===== src/rtl/writeback_module.sv =====
// Writeback stage: registers ALU/scalar-load results and assembles multi-beat
// vector loads into a 128-bit lane buffer before a single register-file write.
module writeback_module #(
    parameter int BEATS = 4
) (
    input  logic         clk,
    input  logic         rst,
    input  logic         valid_m,
    input  logic         wreg_m,
    input  logic         rmem_m,
    input  logic         VF_m,
    input  logic [3:0]   R_V_dest_m,
    input  logic [127:0] ALURes_m,
    input  logic [31:0]  MemData,
    input  logic         mem_rvalid,
    output logic         Wreg3,
    output logic         VF3,
    output logic [3:0]   R_V_dest3,
    output logic [127:0] ResRV2,
    output logic         stall
);
    localparam int CW = (BEATS > 1) ? $clog2(BEATS) : 1;
    localparam logic [CW-1:0] LAST_BEAT = CW'(BEATS - 1);

    typedef enum logic [1:0] {IDLE, WAIT_S, COLLECT, COMMIT} state_t;

    state_t         state_reg, state_next;
    logic [CW-1:0]  beat_reg, beat_next;
    logic [127:0]   lanes_reg, lanes_next;
    logic [3:0]     dest_reg, dest_next;
    logic           wreg_l_reg, wreg_l_next;

    logic           wreg3_reg, wreg3_next;
    logic           vf3_reg, vf3_next;
    logic [3:0]     dest3_reg, dest3_next;
    logic [127:0]   res_reg, res_next;

    logic           ready;
    logic           accept;
    logic           wr_en;
    logic           wr_vf;
    logic [3:0]     wr_dest;
    logic [127:0]   wr_data;

    // A new instruction can only enter while nothing is pending (IDLE or the
    // commit cycle of a vector load).
    assign ready  = (state_reg == IDLE) || (state_reg == COMMIT);
    assign accept = valid_m && ready;
    assign stall  = !rst && (!ready || (accept && rmem_m && VF_m));

    assign Wreg3     = wreg3_reg;
    assign VF3       = vf3_reg;
    assign R_V_dest3 = dest3_reg;
    assign ResRV2    = res_reg;

    always_comb begin
        state_next  = state_reg;
        beat_next   = beat_reg;
        lanes_next  = lanes_reg;
        dest_next   = dest_reg;
        wreg_l_next = wreg_l_reg;
        wr_en       = 1'b0;
        wr_vf       = 1'b0;
        wr_dest     = 4'd0;
        wr_data     = '0;

        case (state_reg)
            IDLE, COMMIT: begin
                state_next = IDLE;
                if (accept) begin
                    if (!rmem_m) begin
                        wr_en   = wreg_m && !(!VF_m && R_V_dest_m == 4'd0);
                        wr_vf   = VF_m;
                        wr_dest = R_V_dest_m;
                        wr_data = ALURes_m;
                    end else if (VF_m) begin
                        // Beats presented alongside the accept are not captured.
                        state_next = COLLECT;
                        beat_next  = '0;
                        lanes_next = '0;
                        dest_next  = R_V_dest_m;
                    end else if (mem_rvalid) begin
                        wr_en   = wreg_m && (R_V_dest_m != 4'd0);
                        wr_dest = R_V_dest_m;
                        wr_data = {96'h0, MemData};
                    end else begin
                        state_next  = WAIT_S;
                        dest_next   = R_V_dest_m;
                        wreg_l_next = wreg_m;
                    end
                end
            end
            WAIT_S: begin
                if (mem_rvalid) begin
                    state_next = IDLE;
                    wr_en      = wreg_l_reg && (dest_reg != 4'd0);
                    wr_dest    = dest_reg;
                    wr_data    = {96'h0, MemData};
                end
            end
            COLLECT: begin
                if (mem_rvalid) begin
                    lanes_next[{beat_reg, 5'b0} +: 32] = MemData;
                    if (beat_reg == LAST_BEAT) begin
                        state_next = COMMIT;
                        wr_en      = 1'b1;
                        wr_vf      = 1'b1;
                        wr_dest    = dest_reg;
                        wr_data    = lanes_next;
                    end else begin
                        beat_next = beat_reg + 1'b1;
                    end
                end
            end
            default: state_next = IDLE;
        endcase

        // Write-port fields only move on an actual write so they hold otherwise.
        wreg3_next = wr_en;
        vf3_next   = wr_en ? wr_vf   : vf3_reg;
        dest3_next = wr_en ? wr_dest : dest3_reg;
        res_next   = wr_en ? wr_data : res_reg;
    end

    always_ff @(posedge clk or posedge rst) begin
        if (rst) begin
            state_reg  <= IDLE;
            beat_reg   <= '0;
            lanes_reg  <= '0;
            dest_reg   <= '0;
            wreg_l_reg <= 1'b0;
            wreg3_reg  <= 1'b0;
            vf3_reg    <= 1'b0;
            dest3_reg  <= '0;
            res_reg    <= '0;
        end else begin
            state_reg  <= state_next;
            beat_reg   <= beat_next;
            lanes_reg  <= lanes_next;
            dest_reg   <= dest_next;
            wreg_l_reg <= wreg_l_next;
            wreg3_reg  <= wreg3_next;
            vf3_reg    <= vf3_next;
            dest3_reg  <= dest3_next;
            res_reg    <= res_next;
        end
    end
endmodule


===== config.mk =====
export PLATFORM = sky130hd
export DESIGN_NAME = writeback_module
export DESIGN_NICKNAME = d
export VERILOG_FILES = /design/src/rtl/writeback_module.sv
export SDC_FILE = /design/constraint.sdc
export NUM_CORES = 1
export LEC_CHECK = 0
export CAP_MARGIN = 20
export CORE_UTILIZATION = 51
export CTS_CLUSTER_DIAMETER = 150
export DETAILED_ROUTE_END_ITERATION = 16
export PLACE_DENSITY = 0.92
export SYNTH_ARGS = -nofsm -noshare
export SYNTH_HDL_FRONTEND = slang
export SYNTH_SLANG_ARGS = --single-unit

===== constraint.sdc =====
create_clock -name clk -period 10.8 [get_ports clk]
set_input_delay 2.16 -clock clk [delete_from_list [all_inputs] [get_ports clk]]
set_output_delay 2.16 -clock clk [all_outputs]
set_load 0.005 [all_outputs]

Yosys cells after proc, flatten, opt, wreduce, memory -nomap -nowiden. Cells that the tools add are included.

Input bits: 171. Flip-flop bits (word level): 271. Output and inout bits: 135. Word-level logic and storage cells: 100.

Shifts and indexed selects: 2. Reduce and logical (&&, ||, !) cells: 25. Bitwise operators: 2. $add $sub $neg: 2. Equality and inequality tests: 12. Mux-type cells: 48.

Operators by type and width (count): 2-to-1 mux 128 bit (8); one-hot mux 128 bit (3 select lines) (1); one-hot mux 128 bit (2 select lines) (1); bitwise mux 128 bit (1); variable shift 32 x 9 -> 128 bit, first input constant (1); variable part select 32 x 9 -> 128 bit (1); 2-to-1 mux 32 bit (2); 2-to-1 mux 4 bit (9); 2-to-1 mux 2 bit (11); inequality test 2 bit, second input constant (8); one-hot mux 4 bit (3 select lines) (1); 2-to-1 mux 1 bit (10); AND reduction 5 bit (2); negation 7 -> 9 bit (1); logical AND 1 bit (8); nonzero test 4 bit (2); == test 2 bit, second input constant (3); one-hot mux 2 bit (3 select lines) (1); AND reduction 6 bit (1); zero test 1 bit (4); zero test 4 bit (1); one-hot mux 2 bit (2 select lines) (1); AND reduction 4 bit (1); one-hot mux 1 bit (3 select lines) (1); 9 further kinds (11).

Longest topological paths before layout. Gate-level depths: netlist (run 1).

Depth after elaboration: 7. Gate-level depth with buffers: 10. Gate-level depth less buffers: 6.

Least setup slack after synthesis (run 1). No wires, ideal clock.

Path type: in2out. Start point: input VF_m. End point: output stall. Required time: 8.640 ns. Path buffers: 1. Path slack: 6.044 ns. Stages: 3. Arrival: 2.596 ns. Cells stage by stage: buf_4 -> nand3_1 -> a21oi_1.

Longest elaborated chain between the ends: 3.

Ends and longest elaborated chain: start: declaration (line 11) `input logic VF_m,`; logical AND 1 bit (line 49) `assign stall = !rst && (!ready || (accept && rmem_m && VF_m));`; logical OR 1 bit (line 49); logical AND 1 bit (line 49); end: declaration (line 20) `output logic stall`.

No other way between the ends.

Worst setup path in the final report (run 1).
Start point: input rmem_m. End point: output stall.

Longest elaborated chain between the ends: 4.

Ends and longest elaborated chain: start: declaration (line 10) `input logic rmem_m,`; logical AND 1 bit (2 in a row) (line 49); logical OR 1 bit (line 49); logical AND 1 bit (line 49).

No other way between the ends.

==> flow_metrics.tcl, run 1 <==
set metrics [dict create \
    status "completed" \
    wl_met3_um 4260 \
    rows 59 \
    cts_tree "built" \
    fp.dieW_um 164 \
    synth_top_flop_cell "dfrtp_1" \
    clk_latency_ns 0.55 \
    drc_errors 0 \
    end_kind "primary output" \
    hp-start "lanes_reg[95]" \
    slowest_stage "clkdlybuf4s50_1" \
    worst_pin_slew_ns 1.07 \
    power_density_nw_per_um2 205 \
    clkSinkCount 271 \
    dieArea_um2 27000 \
    grt_pass1_vias 11365 \
    crit_chain "clkdlybuf4s50_1 -> nand3_1 -> a21oi_1 -> clkdlybuf4s50_1" \
    fmax_mhz 166 \
    grt_overflow_total 0 \
    seq_area_frac_synth 0.504 \
    dp.cells 1795 \
    postSynth.asyncResetShare 1.00 \
    synth_cell_types 49 \
    routedWlPerCell_um 23.3 \
    cap_violations 0 \
    clk_path_buf_depth 3 \
    power_mw 3.58 \
    combPwrFrac 0.336 \
    switching_share 0.325 \
    top_layer "met5" \
    syn_avg_cell_area_um2 10.7 \
    hpwl_um 28200 \
    slew_violations 0 \
    numCtsBuffers 28 \
    rsz0062_at_grt "false" \
    post_route_cells_drive_above_1_share 0.0974 \
    crit_fanout 14 \
    via_per_inst 6.29 \
    final_period_minus_worst_setup_slack_ns 6.02 \
    gp_congestion 0.875 \
    regArea_um2 6780 \
    setup_viol 0 \
    wl_um 43000 \
    required_ns 8.64 \
    startpoint_type "input port" \
    fin_crit_sh 0.558 \
    synth_edf_count 0 \
    clk_pin_slew_ns 0.06 \
    finalHoldViolations 0 \
    via_count 11618 \
    cts.htree.levels 1 \
    max_stage_delay_ns 0.72 \
    post_cts_buffers 0 \
    cp_common_cell "clkdlybuf4s50_1" \
    root_buffer "clkbuf_16" \
    yosysTopAreaCellShare 0.504 \
    netlist_instances 1255 \
    die_h_um 164 \
    synth_top_cell_by_area "dfrtp_1" \
    seq_power_share 0.394 \
    final_antenna_net_count 0 \
    p_leak_nw 7.48 \
    reg2reg_from "state_reg[0]" \
    ys_top_cells_by_area "dfrtp_1 50%, mux2_2 6.1%, nand2_1 5.4%" \
    track_usage 0.317 \
    fillCellCount 1858 \
    yosysMostFrequentCell "dfrtp_1" \
    path_class "in -> out" \
    multiInputGateArea_um2 6010 \
    hold_class "reg -> reg" \
    synth_seq_cells 271 \
    worstPathArrival_ns 3.86 \
    syn_to_final_growth_pct 29.6 \
    finalClockSkew_ns 0.0155 \
    ios 306 \
    p_int_mw 2.42 \
    cp-startpoint "rmem_m" \
    wl_met1_um 16600 \
    instances_no_fill 1846 \
    setup_tns_ns 0 \
    synth_common_cells "271 x dfrtp_1, 195 x nand2_1, 96 x o21ai_0, 90 x o31ai_1, 73 x mux2_2" \
    initial_utilization 0.517 \
    cts_hold_buf 0 \
    nets 1670 \
    postSynthNetCount 1434 \
    initialDrtViolationCount 1437 \
    grt_pass1_wl_um 65000 \
    irDropWorstVdd_mv 0.134 \
    relSlewSlack 0.288 \
    syn_area_um2 13400 \
    clockPowerShare 0.270 \
    met2_length_um 20300 \
    synth-warning-count 0 \
    core-area_um2 26000 \
    cts_resized 0 \
    antenna_found_initial 2 \
    dr.pass1.iters 6 \
    portBuffers 305 \
    p_sw_mw 1.16 \
    grt_max_degree 145 \
]
## per-layer routing
metal / up-vias / GRT usage
met5: - / 0
met4: 4 / 0.138
met3: 124 / 0.0631
met2: 685 / 0.508
met1: 5717 / 0.417
li1: 5088 / -
## metrics by stage
stage	util	setup slack [ns]	hold slack, ns	instance area [µm²]
2_1_floorplan	-	1.17	0.441	13400
3_3_place_gp	0.634	4.82	0.451	16500
3_5_place_dp	0.634	4.79	0.458	16500
4_1_cts	0.670	4.79	0.471	17400
5_1_grt	0.670	4.69	0.494	17400
6_report	0.670	4.78	0.467	17400
## path summary, 6_finish.rpt
path / slack [ns] / cells after the start / to
worst max-delay path: 4.78 / 4 / stall
worst min-delay path: 0.47 / 2 / lanes_reg[95]
worst max register to register: 6.69 / 9 / ResRV2[122]
worst min register to register: 0.47 / 2 / lanes_reg[95]
max in group asynchronous: 6.86 / 3 / lanes_reg[64]
min in group asynchronous: 2.27 / 2 / dest_reg[3]
## cells by family (layout without fill, tap and decap cells)
kind of cell	Yosys count	count (layout)	share of synthesized area
mux	139	139	0.116
other cells	0	1	0
fa+ha+maj	8	8	0.00745
compound gates	410	410	0.218
buf+inv	138	393	0.0526
simple gates	289	289	0.101
flops	271	271	0.504
## cell usage in the layout (no fill, tap or decap), types with 6 or more instances in the layout
cell type and n:
a221o_1 31, mux2_1 58, ha_1 8, mux2_2 73, a32o_1 28, a22oi_1 65
nor2b_1 34, nand2b_1 6, clkbuf_16 29, o21ai_0 96, clkbuf_8 11, dfrtp_1 271
and2_1 27, mux2i_1 8, clkdlybuf4s50_1 305, a21oi_1 43, o31ai_1 90, a22o_1 43
buf_4 17, nand2_1 195, inv_1 18
## power by group through the flow
stage / clock, mW / combinational [mW] / sequential, mW
global route: 1.01 / 1.29 / 1.43
global placement: 0 / 1.15 / 1.41
detailed placement: 0 / 1.19 / 1.42
CTS: 0.973 / 1.20 / 1.41
finish: 0.964 / 1.20 / 1.41
floorplan: 0 / 0.609 / 1.40
## area by class of cell
cell class                 instances  share of cell area
sequential                       271               0.389
multi-input combinational        846               0.345
timing repair buffer             323               0.183
clock buffer                      45              0.0514
tap                              335              0.0241
inverter                          21             0.00503
clock inverter                     4             0.00129
antenna                            1            0.000144
## critical path: cells and delay by family
family / cells / cell delay [ns]
AO/OA/AOI/OAI: 1 / 0.21
buffers and inverters: 2 / 1.24
AND/OR/NAND/NOR: 1 / 0.25
Power figures use the tool's default switching activity.
==> run 2: changes to the inputs <==
clock period = 5.7 ns   (was 10.8 ns; I/O delays follow)
==> run 2 against run 1 <==
Against the previous run: clock-buffer cell count up 3; register-to-register slack worse by 4.0 ns; final cell count up 0.27%; largest cell class unchanged.
==> flow_metrics.tcl, run 2 (same netlist as run 1, synthesis figures left out) <==
set metrics [dict create \
    status "completed" \
    final_period_minus_worst_setup_slack_ns 4.08 \
    end_kind "primary output" \
    root_buffer "clkbuf_16" \
    p_leak_nw 7.53 \
    dp.cells 1794 \
    dr.pass1.iters 5 \
    clk_path_buf_depth 3 \
    syn_to_final_growth_pct 30.5 \
    hold_class "reg -> reg" \
    fmax_mhz 245 \
    via_per_inst 6.19 \
    gr-usage-met1 0.404 \
    cp.depth 4 \
    grt_max_degree 159 \
    irDropWorstVdd_mv 0.340 \
    initialDrtViolationCount 1512 \
    cts_resized 0 \
    crit_fanout 14 \
    rrSetupSlack_ns 2.66 \
    drc_errors 0 \
    rsz0062_at_grt "false" \
    clk_pin_slew_ns 0.06 \
    gp_congestion 0.881 \
    startpoint_type "input port" \
    numCtsBuffers 28 \
    setup_viol 0 \
    post_route_cells_drive_above_1_share 0.0983 \
    portBuffers 305 \
    grt_overflow_total 0 \
    final_antenna_net_count 0 \
    post_cts_buffers 0 \
    cts.htree.levels 1 \
    r2r_cells 7 \
    dieArea_um2 27000 \
    final_common_cell "clkdlybuf4s50_1" \
    min_path_cells 2 \
    cts_tree "built" \
    slowest_stage "clkdlybuf4s50_1" \
    required_ns 4.56 \
    cp_top_family "buffers and inverters" \
    rows 59 \
    clkSinkCount 271 \
    cap_violations 0 \
    path_class "in -> out" \
    hpwl_um 28100 \
    worstPathArrival_ns 2.94 \
    fin_crit_sh 0.716 \
    critical_path_buf_inv_count 2 \
    grt_most_used_layer "met2" \
    instances_no_fill 1851 \
    antenna_found_initial 2 \
    worst_pin_slew_ns 1.11 \
    via_count 11458 \
    ios 306 \
    clk_latency_ns 0.54 \
    finalHoldViolations 0 \
    crit_chain "clkdlybuf4s50_1 -> nand3_1 -> a21oi_1 -> clkdlybuf4s50_1" \
    power_density_nw_per_um2 392 \
    finalClockSkew_ns 0.0204 \
    setup_tns_ns 0 \
    fp.dieW_um 164 \
    initial_utilization 0.517 \
    die_h_um 164 \
    track_usage 0.316 \
    core-area_um2 26000 \
    nets 1673 \
    wl_um 43100 \
    n_antenna_cell 0 \
    grt_pass1_vias 11195 \
    grt_pass1_wl_um 64800 \
    grt_use_met2 0.515 \
    relSlewSlack 0.262 \
    most-common-layout-cells "305 x clkdlybuf4s50_1, 271 x dfrtp_1, 195 x nand2_1, 96 x o21ai_0, 90 x o31ai_1" \
    max_stage_delay_ns 0.73 \
    met3_usage 0.0740 \
    routedWlPerCell_um 23.3 \
    cts_hold_buf 0 \
    cp_common_cell "clkdlybuf4s50_1" \
    slew_violations 0 \
]
## run 2: changes by cell type in the layout (fill, tap and decap cells not counted)
cell       previous run  this run
diode_2               1         0
buf_16                0         3
buf_12                0         2
inv_8                 1         0
bufinv_16             0         1
clkbuf_8             11        10
clkbuf_1              5         9
buf_8                 1         2
buf_4                17        14
## run 2: worst paths after layout
| path | startpoint | to |
|---|---|---|
| max | rmem_m | stall |
| min in group asynchronous | rst | dest_reg[3] |
| max in group asynchronous | rst | lanes_reg[78] |
| min reg2reg | lanes_reg[87] | lanes_reg[87] |
| min | lanes_reg[87] | lanes_reg[87] |
| max reg2reg | state_reg[0] | ResRV2[2] |
## run 2: final cells by class
class                      count  area (µm²)
sequential                   271        6780
tap                          335         419
clock inverter                 4        45.0
multi-input combinational    846        6010
clock buffer                  48         897
timing repair buffer         326        3310
fill                        1928        8430
inverter                      21        83.8
## run 2: power breakdown
group	internal [mW]	total, mW	switching (mW)
Clock	1.11	1.87	0.765
Combinational	1.18	2.34	1.16
Sequential	2.37	2.66	0.282
## run 2: metrics by stage
stage               total power, mW  hold WS [ns]  area [µm²]  setup slack (ns)  utilization
floorplan                      3.80         0.441       13400             0.979            -
global placement               4.84         0.451       16500              1.66        0.635
detailed placement             4.94         0.458       16500              1.50        0.635
CTS                            6.82         0.471       17400              1.64        0.671
global route                   7.18         0.491       17600              1.55        0.675
finish                         6.87         0.468       17600              1.62        0.675
## run 2: tightest hold or removal path: cells and delay by family (launching register included)
family	cells	cell delay, ns
AND/OR/NAND/NOR	1	0.05
flip-flops	1	0.33
AO/OA/AOI/OAI	1	0.05
## run 2: routing by layer
layer  vias up  routed length, µm
li1       5087                  -
met1      5672              16300
met2       597              20800
met3        98               4230
met4         4               1710
met5         -                 25
==> run 3: changes to the inputs <==
clock period = 3.9 ns   (was 5.7 ns; I/O delays follow)
==> run 3 against run 2 <==
Against the previous run: sequential power rose by 47%; sequential cell count did not move; worst hold slack got worse by 0.00084 ns; core utilization rose by 0.096 points; critical path depth did not move; non-clock buffer count rose by 1; clock skew fell by 0.013 ns; final cell count rose by 0.32%; critical endpoint unchanged; largest cell class unchanged; highest routed layer unchanged.
==> flow_metrics.tcl, run 3 (same netlist as run 1, synthesis figures left out) <==
set metrics [dict create \
    status "completed" \
    reg2reg_from "state_reg[0]" \
    clk_path_buf_depth 3 \
    grt_pass1_wl_um 65900 \
    path_class "in -> out" \
    slowest_stage "clkdlybuf4s50_1" \
    slew_violations 0 \
    finalClockSkew_ns 0.00759 \
    cap_violations 0 \
    finalHoldViolations 0 \
    fp.dieW_um 164 \
    design_area_um2 17600 \
    nets 1675 \
    min_path_cells 2 \
    dr.pass1.iters 5 \
    root_buffer "clkbuf_16" \
    regToRegEndpoint "ResRV2[64]" \
    worstHoldEndpoint "lanes_reg[88]" \
    critical_path_buf_inv_count 2 \
    required_ns 3.12 \
    track_usage 0.322 \
    crit_fanout 14 \
    initialDrtViolationCount 1431 \
    portBuffers 305 \
    grt_max_degree 153 \
    hp-start "lanes_reg[88]" \
    max_stage_delay_ns 0.74 \
    via_per_inst 6.18 \
    fin_crit_sh 0.869 \
    power_mw 10.1 \
    cts_tree "built" \
    instances_no_fill 1857 \
    most-common-layout-cells "305 x clkdlybuf4s50_1, 271 x dfrtp_1, 195 x nand2_1, 96 x o21ai_0, 90 x o31ai_1" \
    rrSetupSlack_ns 0.71 \
    initial_utilization 0.517 \
    numCtsBuffers 29 \
    worst_pin_slew_ns 1.12 \
    setup_viol 0 \
    post_route_cells_drive_above_1_share 0.102 \
    wl_um 43700 \
    rows 59 \
    p_leak_nw 7.55 \
    dpl_cell_area_um2 16600 \
    clk_pin_slew_ns 0.06 \
    clkSinkCount 271 \
    dieArea_um2 27000 \
    hold_ws_ns 0.467 \
    startpoint_type "input port" \
    gp_congestion 0.888 \
    cts_hold_buf 0 \
    hold_class "reg -> reg" \
    cp_top_family "buffers and inverters" \
    ios 306 \
    relSlewSlack 0.253 \
    hpwl_um 28400 \
    die_h_um 164 \
    cts.htree.levels 1 \
    r2r_cells 7 \
    power_density_nw_per_um2 575 \
    irDropWorstVdd_mv 0.387 \
    cts_resized 0 \
    syn_to_final_growth_pct 30.7 \
    grt_pass1_vias 11616 \
    grt_overflow_total 0 \
    end_kind "primary output" \
    final_period_minus_worst_setup_slack_ns 3.39 \
    dp.cells 1800 \
    cp_common_cell "clkdlybuf4s50_1" \
    core-area_um2 26000 \
    antenna_found_initial 4 \
    post_cts_buffers 0 \
    via_count 11471 \
    routedWlPerCell_um 23.5 \
    final_common_cell "clkdlybuf4s50_1" \
    worstPathArrival_ns 2.61 \
    drc_errors 0 \
    rsz0062_at_grt "false" \
    final_antenna_net_count 0 \
    crit_chain "clkdlybuf4s50_1 -> nand3_1 -> a21oi_1 -> clkdlybuf4s50_1" \
    fmax_mhz 295 \
    clk_latency_ns 0.53 \
]
## run 3: metal layers
metal,track usage,vias to the layer above,share of wire
met4,0.162,2,0.049
met5,0,-,0.00039
met1,0.399,5659,0.38
met3,0.0881,109,0.10
li1,-,5095,-
met2,0.516,606,0.47
## run 3: how the worst max path moves through the flow
stage / to / cells past startpoint / start
2_1_floorplan: R_V_dest3[0] / 1 / rst
3_3_place_gp: ResRV2[21] / 6 / VF_m
3_5_place_dp: ResRV2[92] / 6 / VF_m
4_1_cts: stall / 4 / rmem_m
5_1_grt: stall / 4 / rmem_m
6_report: stall / 4 / rmem_m
## run 3: worst reg2reg max path: stages (launching register included)
cell and delay, ns:
dfrtp_1 0.39, inv_1 0.06, ha_1 0.47, nand2_1 0.28, a21oi_2 0.12, a31oi_4 0.36
buf_4 0.87, mux2_1 0.52
## run 3: where the power goes
group,switching (mW),total [mW],internal (mW)
logic,1.69,3.39,1.70
clock network,1.12,2.82,1.70
registers,0.432,3.90,3.47
## run 3: area by class of cell
type | count | area (µm²)
diodes | 5 | 12.5
clock buffers | 45 | 896
clock inverters | 7 | 88.8
fillers | 1862 | 8410
inverters | 21 | 83.8
multi-input cells | 846 | 6010
flip-flops and latches | 271 | 6780
well taps | 335 | 419
repair buffers | 327 | 3280
## run 3: metrics by stage
stage / util / TNS, ns / setup slack, ns
final: 0.676 / 0 / 0.510
after global routing: 0.676 / 0 / 0.430
after CTS: 0.676 / 0 / 0.544
after detailed placement: 0.638 / 0 / 0.324
after global placement: 0.638 / 0 / 0.432
after floorplan: - / -125.05 / -0.461
